File: src/rtl/uart_baud_lock.sv
// Autobaud partner: measures the bit period of a 0x55 sync on rx, acks 0x55 on tx at that rate, then locks.
// Latency: rx edges seen 2 clk late (sync flops), divisor ready 1 clk after the stop edge, ack start 1 clk later.
// Backpressure: none; rx is free-running and relock is accepted in any state.
module uart_baud_lock #(
  parameter logic [19:0] MIN_BAUD  = 20'd8,
  parameter logic [22:0] MAX_COUNT = 23'h7FFFFF
) (
  input  logic        clk,
  input  logic        nRst,
  input  logic        rx,
  input  logic        relock,
  output logic        tx,
  output logic [19:0] baud,
  output logic        locked,
  output logic        busy,
  output logic        err
);

  typedef enum logic [2:0] {
    S_WAIT_IDLE,
    S_WAIT_START,
    S_MEASURE,
    S_WAIT_STOP,
    S_CALC,
    S_ACK,
    S_LOCKED
  } state_t;

  // Ack frame, index 0 goes out first: start, 0x55 LSB-first, stop.
  localparam logic [9:0]  ACK_FRAME = {1'b1, 8'h55, 1'b0};
  // Falling edges of 0x55 are two bit periods apart, so anything shorter than
  // two minimum bit periods cannot be part of a legal sync.
  localparam logic [23:0] MIN_IVL   = {3'b000, MIN_BAUD, 1'b0};

  state_t      state, state_n;
  logic        rx_m, rx_s, rx_d;
  logic        fall, rise;
  logic [3:0]  idle_cnt, idle_n;
  logic [22:0] tot, tot_n, tot_inc;
  logic [22:0] ivl, ivl_n, ivl_inc;
  logic [23:0] ivl_p1;
  logic [2:0]  nfall, nfall_n;
  logic [22:3] meas, meas_n;
  logic [19:0] div;
  logic [19:0] ack_clk, ack_clk_n;
  logic [3:0]  ack_bit, ack_bit_n;
  logic        tx_n, locked_n, err_n;
  logic [19:0] baud_n;

  // Two-flop synchroniser plus one delay stage for edge detection on rx_s.
  always_ff @(posedge clk or negedge nRst) begin
    if (!nRst) begin
      rx_m <= 1'b1;
      rx_s <= 1'b1;
      rx_d <= 1'b1;
    end else begin
      rx_m <= rx;
      rx_s <= rx_m;
      rx_d <= rx_s;
    end
  end

  assign fall    = rx_d & ~rx_s;
  assign rise    = ~rx_d & rx_s;
  assign tot_inc = (tot == MAX_COUNT) ? tot : tot + 23'd1;
  assign ivl_inc = (ivl == MAX_COUNT) ? ivl : ivl + 23'd1;
  assign ivl_p1  = {1'b0, ivl} + 24'd1;
  // meas holds 8 bit periods; divide by 8 and convert to the BAUD+1 convention.
  assign div     = meas[22:3] - 20'd1;
  assign busy    = !((state == S_WAIT_IDLE) || (state == S_WAIT_START) || (state == S_LOCKED));

  // Next-state and datapath decisions for the whole measure / ack sequence.
  always_comb begin
    state_n   = state;
    idle_n    = idle_cnt;
    tot_n     = tot;
    ivl_n     = ivl;
    nfall_n   = nfall;
    meas_n    = meas;
    ack_clk_n = ack_clk;
    ack_bit_n = ack_bit;
    tx_n      = tx;
    baud_n    = baud;
    locked_n  = locked;
    err_n     = 1'b0;

    case (state)
      S_WAIT_IDLE: begin
        // Require a quiet line so we never start measuring mid-byte.
        tx_n     = 1'b1;
        locked_n = 1'b0;
        if (!rx_s) begin
          idle_n = 4'd0;
        end else if (idle_cnt == 4'd15) begin
          idle_n  = 4'd0;
          state_n = S_WAIT_START;
        end else begin
          idle_n = idle_cnt + 4'd1;
        end
      end

      S_WAIT_START: begin
        if (fall) begin
          state_n = S_MEASURE;
          tot_n   = 23'd0;
          ivl_n   = 23'd0;
          nfall_n = 3'd1;
        end
      end

      S_MEASURE: begin
        tot_n = tot_inc;
        ivl_n = ivl_inc;
        if (ivl == MAX_COUNT) begin
          err_n   = 1'b1;
          state_n = S_WAIT_IDLE;
        end else if (fall) begin
          if (ivl_p1 < MIN_IVL) begin
            err_n   = 1'b1;
            state_n = S_WAIT_IDLE;
          end else begin
            ivl_n   = 23'd0;
            nfall_n = nfall + 3'd1;
            if (nfall == 3'd4) begin
              state_n = S_WAIT_STOP;
              meas_n  = tot_inc[22:3];
            end
          end
        end
      end

      S_WAIT_STOP: begin
        ivl_n = ivl_inc;
        if (ivl == MAX_COUNT) begin
          err_n   = 1'b1;
          state_n = S_WAIT_IDLE;
        end else if (rise) begin
          state_n = S_CALC;
        end
      end

      S_CALC: begin
        if (meas[22] || (div < MIN_BAUD)) begin
          err_n   = 1'b1;
          state_n = S_WAIT_IDLE;
        end else begin
          baud_n    = div;
          state_n   = S_ACK;
          ack_clk_n = 20'd0;
          ack_bit_n = 4'd0;
          tx_n      = ACK_FRAME[0];
        end
      end

      S_ACK: begin
        if (ack_clk == baud) begin
          ack_clk_n = 20'd0;
          if (ack_bit == 4'd9) begin
            state_n  = S_LOCKED;
            locked_n = 1'b1;
            tx_n     = 1'b1;
          end else begin
            ack_bit_n = ack_bit + 4'd1;
            tx_n      = ACK_FRAME[ack_bit_n];
          end
        end else begin
          ack_clk_n = ack_clk + 20'd1;
        end
      end

      S_LOCKED: begin
        tx_n = 1'b1;
      end

      default: begin
        state_n = S_WAIT_IDLE;
      end
    endcase

    // relock overrides everything, including a pending error.
    if (relock) begin
      state_n  = S_WAIT_IDLE;
      idle_n   = 4'd0;
      tx_n     = 1'b1;
      locked_n = 1'b0;
      err_n    = 1'b0;
    end
  end

  // State and datapath registers.
  always_ff @(posedge clk or negedge nRst) begin
    if (!nRst) begin
      state    <= S_WAIT_IDLE;
      idle_cnt <= 4'd0;
      tot      <= 23'd0;
      ivl      <= 23'd0;
      nfall    <= 3'd0;
      meas     <= 20'd0;
      ack_clk  <= 20'd0;
      ack_bit  <= 4'd0;
      tx       <= 1'b1;
      baud     <= 20'd0;
      locked   <= 1'b0;
      err      <= 1'b0;
    end else begin
      state    <= state_n;
      idle_cnt <= idle_n;
      tot      <= tot_n;
      ivl      <= ivl_n;
      nfall    <= nfall_n;
      meas     <= meas_n;
      ack_clk  <= ack_clk_n;
      ack_bit  <= ack_bit_n;
      tx       <= tx_n;
      baud     <= baud_n;
      locked   <= locked_n;
      err      <= err_n;
    end
  end

endmodule

File: config.mk
export PLATFORM = sky130hd
export DESIGN_NAME = uart_baud_lock
export DESIGN_NICKNAME = d
export VERILOG_FILES = /design/src/rtl/uart_baud_lock.sv
export SDC_FILE = /design/constraint.sdc
export NUM_CORES = 1
export LEC_CHECK = 0
export BUFFER_PORTS_ARGS = -buffer_cell sky130_fd_sc_hd__buf_4
export CAP_MARGIN = 10
export CELL_PAD_IN_SITES_DETAIL_PLACEMENT = 0
export CELL_PAD_IN_SITES_GLOBAL_PLACEMENT = 1
export CORE_AREA = 2 2 142 144
export CTS_CLUSTER_DIAMETER = 60
export DETAILED_ROUTE_END_ITERATION = 16
export DIE_AREA = 0 0 144 146
export HOLD_SLACK_MARGIN = 0.1
export PLACE_DENSITY_LB_ADDON = 0.1
export SLEW_MARGIN = 15
export SYNTH_ARGS = -nofsm -noshare
export SYNTH_HDL_FRONTEND = slang
export SYNTH_SLANG_ARGS = --single-unit
File: constraint.sdc
create_clock -name clk -period 3.25 [get_ports clk]
set_input_delay 0.1625 -clock clk [delete_from_list [all_inputs] [get_ports clk]]
set_output_delay 0.1625 -clock clk [all_outputs]
set_load 0.02 [all_outputs]
# ---- Yosys cells after proc, flatten, opt, wreduce, memory -nomap -nowiden
# Memories as Yosys holds them, arrays and structs flattened.
# Index checks and enable logic that the tools add are counted.
dict set report word_totals {
  mem_bits_ro 16
  register_bits 126
  out_inout_bits 24
  word_cells 143
  n_memories 1
}
dict set report op_classes {
  n_bitwise 7
  eq_ne 30
  n_reduce_logical 23
  muxes 55
  magnitude_cmp 3
  n_addsub 8
}
# name words width read_ports rd_ports_with_merged_regs wr line
set memory_table {}
lappend memory_table {{(no name shown)} 16 1 1 0 0 164} ;# tx_n = ACK_FRAME[ack_bit_n];
# operator n
set op_table {}
lappend op_table {{two-way mux 23 bit} 6}
lappend op_table {{case mux 23 bit (3 select lines)} 1}
lappend op_table {{two-way mux 3 bit} 17}
lappend op_table {{adder 23 x 1 -> 23 bit (second input constant)} 2}
lappend op_table {{== test 23 bit (second input constant)} 2}
lappend op_table {{case mux 23 bit (2 select lines)} 1}
lappend op_table {{two-way mux 20 bit} 2}
lappend op_table {{case mux 20 bit (2 select lines)} 1}
lappend op_table {{two-way mux 4 bit} 7}
lappend op_table {{adder 23 x 1 -> 24 bit (second input constant)} 1}
lappend op_table {{< comparator 24 x 5 -> 1 bit (second input constant)} 1}
lappend op_table {{case mux 3 bit (7 select lines)} 1}
lappend op_table {{adder 20 x 1 -> 20 bit (second input constant)} 1}
lappend op_table {{== test 20 bit} 1}
lappend op_table {{< comparator 20 x 4 -> 1 bit (second input constant)} 1}
lappend op_table {{subtractor 20 x 1 -> 20 bit (second input constant)} 1}
lappend op_table {{inequality test 2 bit (second input constant)} 9}
lappend op_table {{inequality test 3 bit (second input constant)} 5}
lappend op_table {{two-way mux 1 bit} 14}
lappend op_table {{== test 3 bit (second input constant)} 4}
lappend op_table {{AND reduction 5 bit} 2}
lappend op_table {{AND reduction 3 bit} 3}
lappend op_table {{AND reduction 9 bit} 1}
lappend op_table {{adder 4 x 1 -> 4 bit (second input constant)} 2}
lappend op_table {{other kinds (23)} 40}

# ---- Depth between registers and ports, before layout
# Gate-level depths: netlist (run 1).
dict set report logic_depth {
  ltp_word 7
  mapped_depth 11
  mapped_depth_nobuf 9
}

# ---- Worst setup path before layout (run 1)
# Ideal clock, no wire load.
dict set report synth_path {
  path_type {register -> register}
  startpoint {reg ivl[12]}
  endpoint {reg state[0]}
  slack_ns 0.461
  arrival_time_ns 2.669
  required_time_ns 3.130
  setup_time_ns 0.120
  n_path_buf 2
  stages_incl_launch_ff 10
  path_cell_list {dfrtp_1 buf_2 nand4_2 or4_4 nor4b_2 o2111ai_1 or4_1 buf_2 a311o_1 a31o_1}
}
dict set report synth_between {
  elab_chain_cells 7
}
# item line
set synth_lines {}
lappend synth_lines {{start: declaration} 40} ;# logic [22:0] ivl, ivl_n, ivl_inc;
lappend synth_lines {{start signal: assignment} 209} ;# ivl <= ivl_n;
lappend synth_lines {{adder 23 x 1 -> 24 bit} 67} ;# assign ivl_p1 = {1'b0, ivl} + 24'd1;
lappend synth_lines {{< comparator 24 x 5 -> 1 bit} 118} ;# if (ivl_p1 < MIN_IVL) begin
lappend synth_lines {{two-way mux 3 bit} 118}
lappend synth_lines {{two-way mux 3 bit} 117} ;# end else if (fall) begin
lappend synth_lines {{two-way mux 3 bit} 114} ;# if (ivl == MAX_COUNT) begin
lappend synth_lines {{case mux 3 bit (7 select lines)} 87} ;# case (state)
lappend synth_lines {{two-way mux 3 bit} 181} ;# if (relock) begin
lappend synth_lines {{end signal: assignment} 206} ;# state <= state_n;
lappend synth_lines {{end: declaration} 35} ;# state_t state, state_n;
# Several ways; a longest one is shown, not always the timed one. The select of a mux whose other input is x is not followed.
# A chain may end at the register's enable or synchronous reset.

# ---- Worst setup path after layout (run 1)
dict set report layout_path {
  startpoint {reg ivl[0]}
  endpoint {reg meas[13] (netlist name)}
}
dict set report layout_between {
  elab_chain_cells 4
}
# item line
set layout_lines {}
lappend layout_lines {{adder 23 x 1 -> 24 bit} 67}
lappend layout_lines {{< comparator 24 x 5 -> 1 bit} 118}
lappend layout_lines {{NOT 1 bit (no source line)} --}
lappend layout_lines {{AND reduction 5 bit (no source line) *} --}
lappend layout_lines {{end signal: assignment} 211} ;# meas <= meas_n;
lappend layout_lines {{end: declaration} 43} ;# logic [22:3] meas, meas_n;
# Mark *: on every way between the ends. The rest lies on a longest branch, timed or not.

==> results of run 1 <==
## layer usage
layer  vias to the layer above  global-route usage [%]  wire [um]
met2                       147                    29.9       9180
met1                      3149                    30.1      10200
met3                        21                    3.29        783
met4                         0                    5.00        242
li1                       3104                       -          -
met5                         -                       0          0
## registers in the layout, summed over array words and instances, names as in the netlist, 3 cells and up
| register | count |
|---|---|
| ack_clk | 20 |
| state | 3 |
| meas | 20 |
| idle_cnt | 4 |
| ivl | 23 |
| nfall | 3 |
| baud | 20 |
| ack_bit | 4 |
| tot | 23 |
## metrics by stage
step / area (um2) / instances / hold WS, ns
3_3_place_gp: 8020 / 1111 / 0.271
4_1_cts: 8670 / 1146 / 0.367
3_5_place_dp: 8020 / 1111 / 0.282
2_1_floorplan: 7430 / 836 / -0.133
6_report: 8680 / 1146 / 0.365
5_1_grt: 8680 / 1146 / 0.371
## cell usage after synthesis, drive strengths merged (5+ instances only)
cell type | n | share of area (%)
a21oi | 54 | 3.6
nor4 | 14 | 1.3
buf | 11 | 0.67
nand2b | 11 | 0.93
clkbuf | 30 | 1.5
inv | 16 | 0.81
and3 | 21 | 1.8
nor2 | 93 | 4.7
a311oi | 6 | 0.71
ha | 9 | 1.5
nand4 | 12 | 1.1
xor2 | 42 | 4.9
dfrtp | 122 | 41
o21a | 5 | 0.50
nor3 | 21 | 1.4
or3 | 8 | 0.67
and4 | 8 | 0.94
nor2b | 5 | 0.42
nand3 | 42 | 2.9
mux2i | 8 | 1.1
nand2 | 83 | 4.2
o22ai | 12 | 1.0
o21ai | 36 | 2.4
mux2 | 22 | 3.3
xnor2 | 22 | 2.6
a22o | 11 | 1.3
and2 | 11 | 0.93
o31ai | 7 | 0.71
or2 | 9 | 0.76
a31oi | 22 | 1.9
## cell type report
| cell class | instances | area, um2 |
|---|---|---|
| fill | 1903 | 10700 |
| sequential | 126 | 3160 |
| timing repair buffer | 54 | 442 |
| clock inverter | 6 | 105 |
| tap | 265 | 332 |
| inverter | 16 | 60.1 |
| multi-input combinational | 653 | 4060 |
| clock buffer | 26 | 519 |
## how the worst max path moves through the flow
stage	start	endpoint	slack (ns)	cells after the start
4_1_cts	ivl[0]	meas[16]	0.14	9
2_1_floorplan	ivl[12]	state[0]	0.46	9
3_3_place_gp	ivl[0]	meas[11]	0.18	9
6_report	ivl[0]	meas[13]	0.17	9
3_5_place_dp	ivl[0]	meas[13]	0.16	9
5_1_grt	ivl[12]	ivl[20]	0.0002	8
## logic make-up (layout without fill, tap and decap cells)
kind of cell,after synthesis,in the layout,share of synthesized area (%)
multiplexers,30,30,4.41
AND/OR/NAND/NOR,358,358,24.4
XOR/XNOR,64,64,7.54
AO/OA/AOI/OAI,192,192,16.7
adder cells (fa/ha/maj),9,9,1.51
buffers and inverters,57,102,3.01
flip-flops,126,126,42.5
## critical path: stages, from the launching register on
cell and delay (ns):
dfrtp_1 0.45, ha_1 0.22, and3_1 0.31, nand4_1 0.26, mux2_2 0.34, o22ai_1 0.27
nor4_2 0.12, nor4_2 0.35, buf_6 0.27, mux2_2 0.36
## where the power goes
group | total [W] | switching, W | internal (W)
sequential | 0.00202 | 0.000263 | 0.00176
clock | 0.00202 | 0.000698 | 0.00133
combinational | 0.00142 | 0.000895 | 0.000520
## timing repair
action | 4_1_cts | 5_1_grt
setup endpoints to repair | 0 | 28
hold endpoints to repair | 75 | 0
gates resized for setup | 0 | 4
hold buffers | 3 | 0
==> metrics.md, run 1 <==
| Metric | Value |
|---|---|
| Most used DFF post-synth | dfrtp_1 |
| Routed wire length per instance | around 18 um |
| Post-detailed-route count of antenna-violating nets | 0 |
| Async SR Flop Fraction | 100% |
| Setup crit start kind | flip-flop |
| WHS Endpoint | rx_s |
| Global-route wire length before repair | roughly 33000 um |
| Length in cells of the worst reg-to-reg path | 9 |
| Clock latency of the later-clocked register in the worst-skew pair | a little over 0.4 ns |
| Register clock-pin slew on the reported worst setup and hold paths | approximately 0.060 ns |
| Kind of end point of the critical path | flip-flop |
| Maximum number of pins on one net before global-route repair | 75 |
| Number of flops mapped to enable cells by yosys | 0 |
| Clock buffer depth | 2 |
| Violation count after the first detailed-routing iteration | 491 |
| Max capacitance violation total | 0 |
| Die height | around 150 um |
| Number of setup buffers added after CTS | 0 |
| Utilization after layout | between 40% and 50% |
| Post-detailed-route via-to-cell ratio | between 5 and 6 |
| Least setup slack across all paths after layout | between 0.15 and 0.2 ns |
| Initial antenna violation count | 0 |
| Overall power after layout | 0.00546 W |
| Flip-flop and latch count after synthesis | 126 |
| Status | finished clean |
| Post-synth cell types | a little under 70 |
| Number of inserted diodes | 0 |
| Crit Path Class | flip-flop to flip-flop |
| Count of input and output buffers | 27 |
| Hold_sp | rx_m |
| CTS tree | built |
| VDD IR max | 0.000366 V |
| Count of nets after finishing | a little under 900 |
| Most frequent cells in the layout | dfrtp_1 (122), nor2_1 (92), nand2_1 (83) |
| Total die area | about 0.021 mm2 |
| Number of nets in the synthesized netlist | approximately 850 |
| Row Count | 51 |
| Hold Fails Final Rpt | 0 |
| Achievable frequency | 325 MHz |
| YS warnings | 0 |
| Number of placed I/O pins | 28 |
| Critical path peak fanout | 20 |
| Sum of negative setup slack | 0 ns |
| Worst min-delay path class | flip-flop to flip-flop |
| Clock Tree Root | clkbuf_16 |
| Global placer's final weighted congestion | roughly 0.86 |
| Synthesized area divided by synthesized cell count | between 8 and 9 um2 |
| Post-detailed-routing wire length | between 20000 and 25000 um |
| GRT Resource Usage Total | 20.0% |
| R2R setup slack | 0.17 ns |
| Number of sinks on the clock net | ~130 |
| Static leakage power | between 3 and 4 nW |
| Post-layout min period | 3.08 ns |
| Worst path arrival time | between 3 and 4 ns |
| Cell count after synthesis | roughly 840 |
| Worst clock skew | approximately 0.013 ns |
| Vias in the first global route | between 6000 and 7000 |
| Global route total overflow | 0 |
| Overall die width | between 100 and 150 um |
| Required time of the critical path | around 3.5 ns |
| Area of the core | ~0.019 mm2 |
| Detailed-router iteration count before antenna repair | 5 |
| Fraction of final layout cells sized beyond drive strength 1 | 14.3% |
| Total of endpoints with negative setup slack in the final report | 0 |
| Count of pins over their slew limit | 0 |
| Reg-to-reg startpoint | ivl[0] |
| Most common cell after layout, fill and taps aside | dfrtp_1 |
| Initial core utilization | between 30% and 40% |
| DPL Wire Length | between 10000 and 15000 um |
| Portion of the clock cycle consumed by the worst path in the final layout | between 90 and 100% |
| Setup repair after global routing missed its margin | false |
| Remaining routing DRC violations | 0 |
| Transition time of the tightest slew-check pin | between 0.9 and 1 ns |
| Area growth syn-to-layout | 16.7% |
| Overall via count from detail_route | 6421 |
| Hold Path Stages | 0 |
| Worst r2r dst | meas[13] |
| Total power density per cell area | 629 mW/mm2 |
| Post-Syn Area | roughly 0.0074 mm2 |
| Share of synthesized area occupied by flip-flops and latches | a little over two fifths |
| H-tree depth | 4 |
| Normalized max-slew margin | roughly 34% |
| Worst slack, placed | roughly 0.16 ns |
| Number of clock buffers inserted by TritonCTS | 17 |
No activity file was read; power rests on OpenSTA's default activity.
==> inputs of run 2 (changes only) <==
--- a/config.mk
+++ b/config.mk
@@ -14,7 +14,7 @@
 export DETAILED_ROUTE_END_ITERATION = 16
 export DIE_AREA = 0 0 144 146
 export HOLD_SLACK_MARGIN = 0.1
-export PLACE_DENSITY_LB_ADDON = 0.1
+export PLACE_DENSITY = 0.66
 export SLEW_MARGIN = 15
 export SYNTH_ARGS = -nofsm -noshare
 export SYNTH_HDL_FRONTEND = slang
==> run 2 against run 1 <==
Net effect:
- sequential power hardly changed
- count of clock-buffer cells in the layout shrank 1
- non-clock buffer count grew 3
- final area shrank 0.16%
- critical path type unchanged
==> metrics.md, run 2 (synthesis gave the netlist of run 1 again) <==
| Metric | Value |
|---|---|
| Status | finished clean (unchanged) |
| Post-detailed-routing wire length | 18900 um (was 20400 um) |
| Most frequent cells in the layout | dfrtp_1 (122), nor2_1 (92), nand2_1 (83) (unchanged) |
| Fill cell count | 1895 (was 1903) |
| Number of inserted diodes | 0 (unchanged) |
| Largest regs | ivl x23, tot x23 (unchanged) |
| Area of the core | 0.0193 mm2 (unchanged) |
| Delay of the slowest cell on the worst path | 0.71 ns (was 0.45 ns) |
| Vias in the first global route | 6304 (was 6009) |
| Area growth syn-to-layout | 16.6% (was 16.7%) |
| Routed wire length per instance | 16.5 um (was 17.8 um) |
| H-tree depth | 4 (unchanged) |
| Detailed-router iteration count before antenna repair | 7 (was 5) |
| Row Count | 51 (unchanged) |
| Total power density per cell area | 613 mW/mm2 (was 629 mW/mm2) |
| Number of setup buffers added after CTS | 0 (unchanged) |
| Family of cells with the greatest summed delay on the critical path | simple AND/OR/NAND/NOR gates (unchanged) |
| Static leakage power | 3.90 nW (was 3.91 nW) |
| Transition time of the tightest slew-check pin | 0.684 ns (was 0.989 ns) |
| Count of pins over their slew limit | 0 (unchanged) |
| Achievable frequency | 325 MHz (about the same) |
| Worst-path cell chain | nand4_2 -> or4_4 -> nor4b_2 -> o2111ai_1 -> or4_1 -> a311o_1 -> a31o_1 (was ha_1 -> and3_1 -> nand4_1 -> mux2_2 -> o22ai_1 -> nor4_2 -> nor4_2 -> buf_6 -> mux2_2) |
| Clock latency of the later-clocked register in the worst-skew pair | 0.42 ns (was 0.41 ns) |
| Total die area | 0.0210 mm2 (unchanged) |
| Number of clock buffers inserted by TritonCTS | 17 (unchanged) |
| Number of placed I/O pins | 28 (unchanged) |
| Post-detailed-route via-to-cell ratio | 5.53 (was 5.60) |
| Global route total overflow | 0 (unchanged) |
| Total of endpoints with negative setup slack in the final report | 0 (unchanged) |
| VDD IR max | 0.000260 V (was 0.000366 V) |
| Maximum number of pins on one net before global-route repair | 77 (was 75) |
| Critical path peak fanout | 7 (was 20) |
| Portion of the clock cycle consumed by the worst path in the final layout | 94.8% (was 94.7%) |
| Number of sinks on the clock net | 126 (unchanged) |
| Initial antenna violation count | 0 (unchanged) |
| Clock Tree Root | clkbuf_16 (unchanged) |
| Die height | 146 um (unchanged) |
| Setup crit start kind | flip-flop (unchanged) |
| Count of input and output buffers | 27 (unchanged) |
| R2R setup slack | 0.17 ns (about the same) |
| Overall via count from detail_route | 6345 (was 6421) |
| Required time of the critical path | 3.56 ns (was 3.54 ns) |
| GRT Resource Usage Total | 19.2% (was 20.0%) |
| Overall die width | 144 um (unchanged) |
| Non-filler instance count after layout | 1147 (was 1146) |
| Post-layout min period | 3.08 ns (about the same) |
| Setup repair after global routing missed its margin | true (was false) |
| Global placer's final weighted congestion | 0.850 (was 0.863) |
| Normalized max-slew margin | 54.0% (was 34.1%) |
| Overall power after layout | 0.00532 W (was 0.00546 W) |
| DPL Wire Length | 13800 um (was 14600 um) |
| Hold Fails Final Rpt | 0 (unchanged) |
| Count of nets after finishing | 884 (was 881) |
| Reg-to-reg startpoint | ivl[12] (was ivl[0]) |
| Clock buffer depth | 2 (unchanged) |
| Violation count after the first detailed-routing iteration | 363 (was 491) |
| Crit Path Class | flip-flop to flip-flop (unchanged) |
| Worst r2r dst | state[0] (was meas[13]) |
| Cell type of the slowest stage on the worst timing path | or4_1 (was dfrtp_1) |
| Register clock-pin slew on the reported worst setup and hold paths | 0.06 ns (about the same) |
| Global-route wire length before repair | 32400 um (was 33300 um) |
| Initial core utilization | 38.5% (unchanged) |
| Post-detailed-route count of antenna-violating nets | 0 (unchanged) |
| CTS tree | built (unchanged) |
| Remaining routing DRC violations | 0 (unchanged) |
| Length in cells of the worst reg-to-reg path | 7 (was 9) |
| Worst Hold Slack | 0.317 ns (was 0.365 ns) |
| CP bufs+invs | 0 (was 1) |
| Worst path arrival time | 3.39 ns (was 3.37 ns) |
| Fraction of final layout cells sized beyond drive strength 1 | 14.4% (was 14.3%) |
| Most common cell after layout, fill and taps aside | dfrtp_1 (unchanged) |
| Total instance count after detailed placement | 1114 (was 1111) |
| Worst min-delay path class | primary input to async pin (was flip-flop to flip-flop) |
| Max capacitance violation total | 0 (unchanged) |
| Kind of end point of the critical path | flip-flop (unchanged) |
| Worst clock skew | 0.00737 ns (was 0.0127 ns) |
-- run 2: cell types whose count changed in the layout (fill, tap and decap cells not counted), sizes merged --
| cell | before | now |
|---|---|---|
| bufinv | 3 | 2 |
| clkbuf | 26 | 25 |
| buf | 51 | 54 |
-- run 2: final cells by class --
type / instances / area, um2 / share of cell area [%]
Sequential cell: 126 / 3160 / 36.4
Timing Repair Buffer: 57 / 460 / 5.31
Clock buffer: 25 / 515 / 5.95
Clock inverter: 5 / 78.8 / 0.910
Inverter: 16 / 60.1 / 0.693
Multi-Input combinational cell: 653 / 4060 / 46.9
Tap cell: 265 / 332 / 3.83
-- run 2: per-layer routing --
layer  share of wire, %  GRT usage (%)  vias to the layer above  wire, um
met3                4.0           3.72                       24       751
li1                   -              -                     3103         -
met1                 48           26.5                     3091      9070
met4                1.9           6.67                        0       352
met5                  0              0                        -         0
met2                 46           30.0                      127      8740
-- run 2: through the flow --
stage / instance area [um2] / setup slack [ns] / util [%] / TNS (ns)
finish: 8670 / 0.169 / 44.8 / 0
CTS: 8660 / 0.193 / 44.8 / 0
global placement: 8040 / 0.247 / 41.6 / 0
detailed placement: 8040 / 0.208 / 41.6 / 0
floorplan: 7430 / 0.461 / - / 0
global route: 8670 / -0.0241 / 44.8 / -0.0302
-- run 2: how the worst max path moves through the flow --
stage | from | endpoint | slack (ns) | cells after the start
2_1_floorplan | ivl[12] | state[0] | 0.46 | 9
3_3_place_gp | ivl[0] | meas[9] | 0.25 | 9
3_5_place_dp | ivl[12] | state[0] | 0.21 | 7
4_1_cts | ivl[12] | state[0] | 0.19 | 7
5_1_grt | ivl[13] | ivl[20] | -0.02 | 8
6_report | ivl[12] | state[0] | 0.17 | 7
-- run 2: repair_timing --
action | in CTS | in global routing
gates resized for setup | 0 | 1
setup endpoints to repair | 0 | 13
hold buffers | 3 | 0
endpoints found under the hold margin | 56 | 0
-- run 2: where the power goes --
part	switching (W)	internal (W)	total [W]
combinational	0.000866	0.000528	0.00139
sequential	0.000262	0.00176	0.00202
clock	0.000659	0.00124	0.00190
==> inputs of run 3 (changes only) <==
--- a/config.mk
+++ b/config.mk
@@ -5,16 +5,17 @@
 export SDC_FILE = /design/constraint.sdc
 export NUM_CORES = 1
 export LEC_CHECK = 0
+export ABC_AREA = 1
 export BUFFER_PORTS_ARGS = -buffer_cell sky130_fd_sc_hd__buf_4
 export CAP_MARGIN = 10
 export CELL_PAD_IN_SITES_DETAIL_PLACEMENT = 0
 export CELL_PAD_IN_SITES_GLOBAL_PLACEMENT = 1
-export CORE_AREA = 2 2 142 144
+export CORE_AREA = 2 2 147 149
 export CTS_CLUSTER_DIAMETER = 60
 export DETAILED_ROUTE_END_ITERATION = 16
-export DIE_AREA = 0 0 144 146
+export DIE_AREA = 0 0 149 151
 export HOLD_SLACK_MARGIN = 0.1
-export PLACE_DENSITY = 0.66
+export PLACE_DENSITY = 0.68
 export SLEW_MARGIN = 15
 export SYNTH_ARGS = -nofsm -noshare
 export SYNTH_HDL_FRONTEND = slang
==> run 3 against run 2 <==
Net effect:
- critical path depth up 8
- flip-flop and latch count unchanged
- die area up 7.0%
- first-iteration DRC count down 9.9%
- global-route usage up 0.35 points
- sequential power about the same
- total power up 2.3%
- largest cell class unchanged
==> metrics.md, run 3 <==
| Metric | Value |
|---|---|
| Status | finished clean (unchanged) |
| Vias in the first global route | 6904 (was 6304) |
| Post-detailed-routing wire length | 20600 um (was 18900 um) |
| Worst-path cell chain | ha_1 -> nand2_1 -> nor2_2 -> nand2_1 -> nor2_1 -> nand2_1 -> nand2_1 -> a21oi_1 -> nand2_1 -> nor2_4 -> nand2_4 -> nand3_4 -> buf_4 -> nand2_2 -> o21ai_2 (was nand4_2 -> or4_4 -> nor4b_2 -> o2111ai_1 -> or4_1 -> a311o_1 -> a31o_1) |
| Global route total overflow | 0 (unchanged) |
| Kind of end point of the critical path | flip-flop (unchanged) |
| Async SR Flop Fraction | 100% (unchanged) |
| Clock latency of the later-clocked register in the worst-skew pair | 0.42 ns (about the same) |
| Number of nets in the synthesized netlist | 1085 (was 849) |
| Violation count after the first detailed-routing iteration | 327 (was 363) |
| Number of placed I/O pins | 28 (unchanged) |
| Fill cell count | 2160 (was 1895) |
| Post-synth cell types | 49 (was 68) |
| Area growth syn-to-layout | 13.6% (was 16.6%) |
| Total power density per cell area | 596 mW/mm2 (was 613 mW/mm2) |
| Most common cell after layout, fill and taps aside | nand2_1 (was dfrtp_1) |
| Fraction of final layout cells sized beyond drive strength 1 | 15.7% (was 14.4%) |
| Clock Tree Root | clkbuf_16 (unchanged) |
| Initial core utilization | 38.6% (was 38.5%) |
| Multi-input gate area | 0.00428 mm2 (was 0.00406 mm2) |
| Leading cell types by total area after synthesis | dfrtp_1 (38%), nand2_1 (14%), nand3_1 (5.3%) (was dfrtp_1 (41%), xor2_1 (4.9%), nor2_1 (4.7%)) |
| Sum of negative setup slack | 0 ns (unchanged) |
| Register clock-pin slew on the reported worst setup and hold paths | 0.06 ns (about the same) |
| Global placer's final weighted congestion | 0.838 (was 0.850) |
| VDD IR max | 0.000262 V (was 0.000260 V) |
| Most frequent cells in the layout | nand2_1 (299), dfrtp_1 (122), inv_1 (107) (was dfrtp_1 (122), nor2_1 (92), nand2_1 (83)) |
| Normalized max-slew margin | 34.4% (was 54.0%) |
| Post-detailed-route via-to-cell ratio | 4.91 (was 5.53) |
| Total number of cells along the worst setup path | 15 (was 7) |
| Clock buffer depth | 2 (unchanged) |
| Top cells by instance count after synthesis | nand2_1 (299), dfrtp_1 (122), inv_1 (107) (was dfrtp_1 (122), nor2_1 (93), nand2_1 (83)) |
| Total instance count after detailed placement | 1365 (was 1114) |
| Hold Fails Final Rpt | 0 (unchanged) |
| Area of the core | 0.0208 mm2 (was 0.0193 mm2) |
| Post-layout min period | 2.56 ns (was 3.08 ns) |
| Library cell occupying the most area in the post-synthesis netlist | dfrtp_1 (unchanged) |
| Remaining routing DRC violations | 0 (unchanged) |
| Flip-flop and latch count after synthesis | 126 (unchanged) |
| Routed wire length per instance | 14.7 um (was 16.5 um) |
| Count of input and output buffers | 27 (unchanged) |
| Largest regs | ivl x23, tot x23 (unchanged) |
| Length in cells of the worst reg-to-reg path | 15 (was 7) |
| Crit Path Class | flip-flop to flip-flop (unchanged) |
| Most frequent cell after synthesis | nand2_1 (was dfrtp_1) |
| Setup crit start kind | flip-flop (unchanged) |
| Maximum number of pins on one net before global-route repair | 104 (was 77) |
| Row Count | 53 (was 51) |
| Cell count after synthesis | 1072 (was 836) |
| Worst clock skew | 0.0114 ns (was 0.00737 ns) |
| Total die area | 0.0225 mm2 (was 0.0210 mm2) |
| Count of nets after finishing | 1124 (was 884) |
| CP bufs+invs | 1 (was 0) |
| Worst min-delay path class | primary input to flip-flop (was primary input to async pin) |
| Number of inserted diodes | 0 (unchanged) |
| GRT Resource Usage Total | 19.5% (was 19.2%) |
| Worst path arrival time | 2.85 ns (was 3.39 ns) |
| DPL Wire Length | 15400 um (was 13800 um) |
| Setup repair after global routing missed its margin | false (was true) |
| Static leakage power | 4.21 nW (was 3.90 nW) |
| Total of endpoints with negative setup slack in the final report | 0 (unchanged) |
| Number of clock buffers inserted by TritonCTS | 17 (unchanged) |
| Number of flops mapped to enable cells by yosys | 0 (unchanged) |
| Portion of the clock cycle consumed by the worst path in the final layout | 78.6% (was 94.8%) |
| Most used DFF post-synth | dfrtp_1 (unchanged) |
| Count of pins over their slew limit | 0 (unchanged) |
| Die height | 151 um (was 146 um) |
| Initial antenna violation count | 0 (unchanged) |
| Transition time of the tightest slew-check pin | 0.984 ns (was 0.684 ns) |
| Achievable frequency | 391 MHz (was 325 MHz) |
| Global-route wire length before repair | 35100 um (was 32400 um) |
| Synth top area share | 38.0% (was 41.1%) |
| Number of sinks on the clock net | 126 (unchanged) |
| Non-filler instance count after layout | 1399 (was 1147) |
| Post-Syn Area | 0.00804 mm2 (was 0.00743 mm2) |
| Overall via count from detail_route | 6876 (was 6345) |
| Worst path most repeated cell | nand2_1 |
| Family of cells with the greatest summed delay on the critical path | simple AND/OR/NAND/NOR gates (unchanged) |
| Number of setup buffers added after CTS | 0 (unchanged) |
| CTS tree | built (unchanged) |
| Delay of the slowest cell on the worst path | 0.41 ns (was 0.71 ns) |
| Share of synthesized area occupied by flip-flops and latches | 39.3% (was 42.5%) |
| Critical path peak fanout | 27 (was 7) |
| Hold Path Stages | 4 |
| Max capacitance violation total | 0 (unchanged) |
| H-tree depth | 4 (unchanged) |
| Detailed-router iteration count before antenna repair | 4 (was 7) |
| Sequential cell area | 0.00316 mm2 (unchanged) |
| YS warnings | 0 (unchanged) |
| Required time of the critical path | 3.54 ns (was 3.56 ns) |
| Post-detailed-route count of antenna-violating nets | 0 (unchanged) |
| Overall die width | 149 um (was 144 um) |
| Synthesized area divided by synthesized cell count | 7.50 um2 (was 8.89 um2) |
| Cell type of the slowest stage on the worst timing path | dfrtp_1 (was or4_1) |
run 3: changes by cell type after synthesis, sizes merged, moves of 11 or more:
cell and delta:
nand3 +49, nand2b -11, nor2 +28, a21oi -39
inv +98, o21ai +73, mux2 -22, and3 -21
and2 -11, nand2 +244, xor2 -12, a22o -11
clkbuf -19, a31oi -21
run 3: path summary, 6_finish.rpt:
| check | to | from | slack, ns |
|---|---|---|---|
| min in group asynchronous | idle_cnt[3] | nRst | 0.39 |
| min reg2reg | rx_s | rx_m | 0.36 |
| max | meas[14] | ivl[1] | 0.69 |
| min | idle_cnt[0] | relock | 0.15 |
| max reg2reg | meas[14] | ivl[1] | 0.69 |
| max in group asynchronous | rx_m | nRst | 1.99 |
run 3: area by class of cell:
type	count	area share, %
tap	275	3.77
inverter	117	4.81
multi-input combinational	809	46.9
sequential	126	34.6
clock inverter	14	1.84
timing repair buffer	40	3.38
clock buffer	18	4.70
run 3: routing by layer:
layer	GRT usage, %	share of wire [%]	vias to the layer above
met1	26.5	50	3178
met3	3.16	2.4	24
met4	5.24	1.4	0
li1	-	-	3579
met2	32.4	46	95
met5	0	0	-
run 3: repair_timing:
item                      CTS  global route
resized for setup           0             0
hold buffers                2             0
hold endpoints to repair   99             0
run 3: kinds of logic after synthesis:
group	synth area share, %
AND/OR/NAND/NOR	34.4
adder cells (fa/ha/maj)	1.40
AO/OA/AOI/OAI	12.2
buffers and inverters	7.40
XOR/XNOR	5.34
flip-flops	39.3
run 3: stage by stage:
step | area, um2 | power (W) | util [%] | hold slack, ns | worst slack, ns
2_1_floorplan | 8040 | 0.00298 | - | -0.133 | 1.17
3_3_place_gp | 8510 | 0.00352 | 40.9 | 0.272 | 0.702
3_5_place_dp | 8510 | 0.00353 | 40.9 | 0.275 | 0.651
4_1_cts | 9130 | 0.00551 | 43.8 | 0.135 | 0.642
5_1_grt | 9130 | 0.00577 | 43.8 | 0.164 | 0.323
6_report | 9130 | 0.00544 | 43.8 | 0.149 | 0.694
run 3: worst register-to-register path, cell delays in order, from the launching register on:
cell and delay, ns:
dfrtp_1 0.41, ha_1 0.19, nand2_1 0.10, nor2_2 0.19
nand2_1 0.14, nor2_1 0.17, nand2_1 0.06, nand2_1 0.09
a21oi_1 0.05, nand2_1 0.10, nor2_4 0.05, nand2_4 0.10
nand3_4 0.34, buf_4 0.32, nand2_2 0.06, o21ai_2 0.05
run 3: power breakdown:
group	switching (W)	total (W)	internal [W]
clock	0.000749	0.00196	0.00121
sequential	0.000229	0.00201	0.00178
combinational	0.000947	0.00147	0.000526
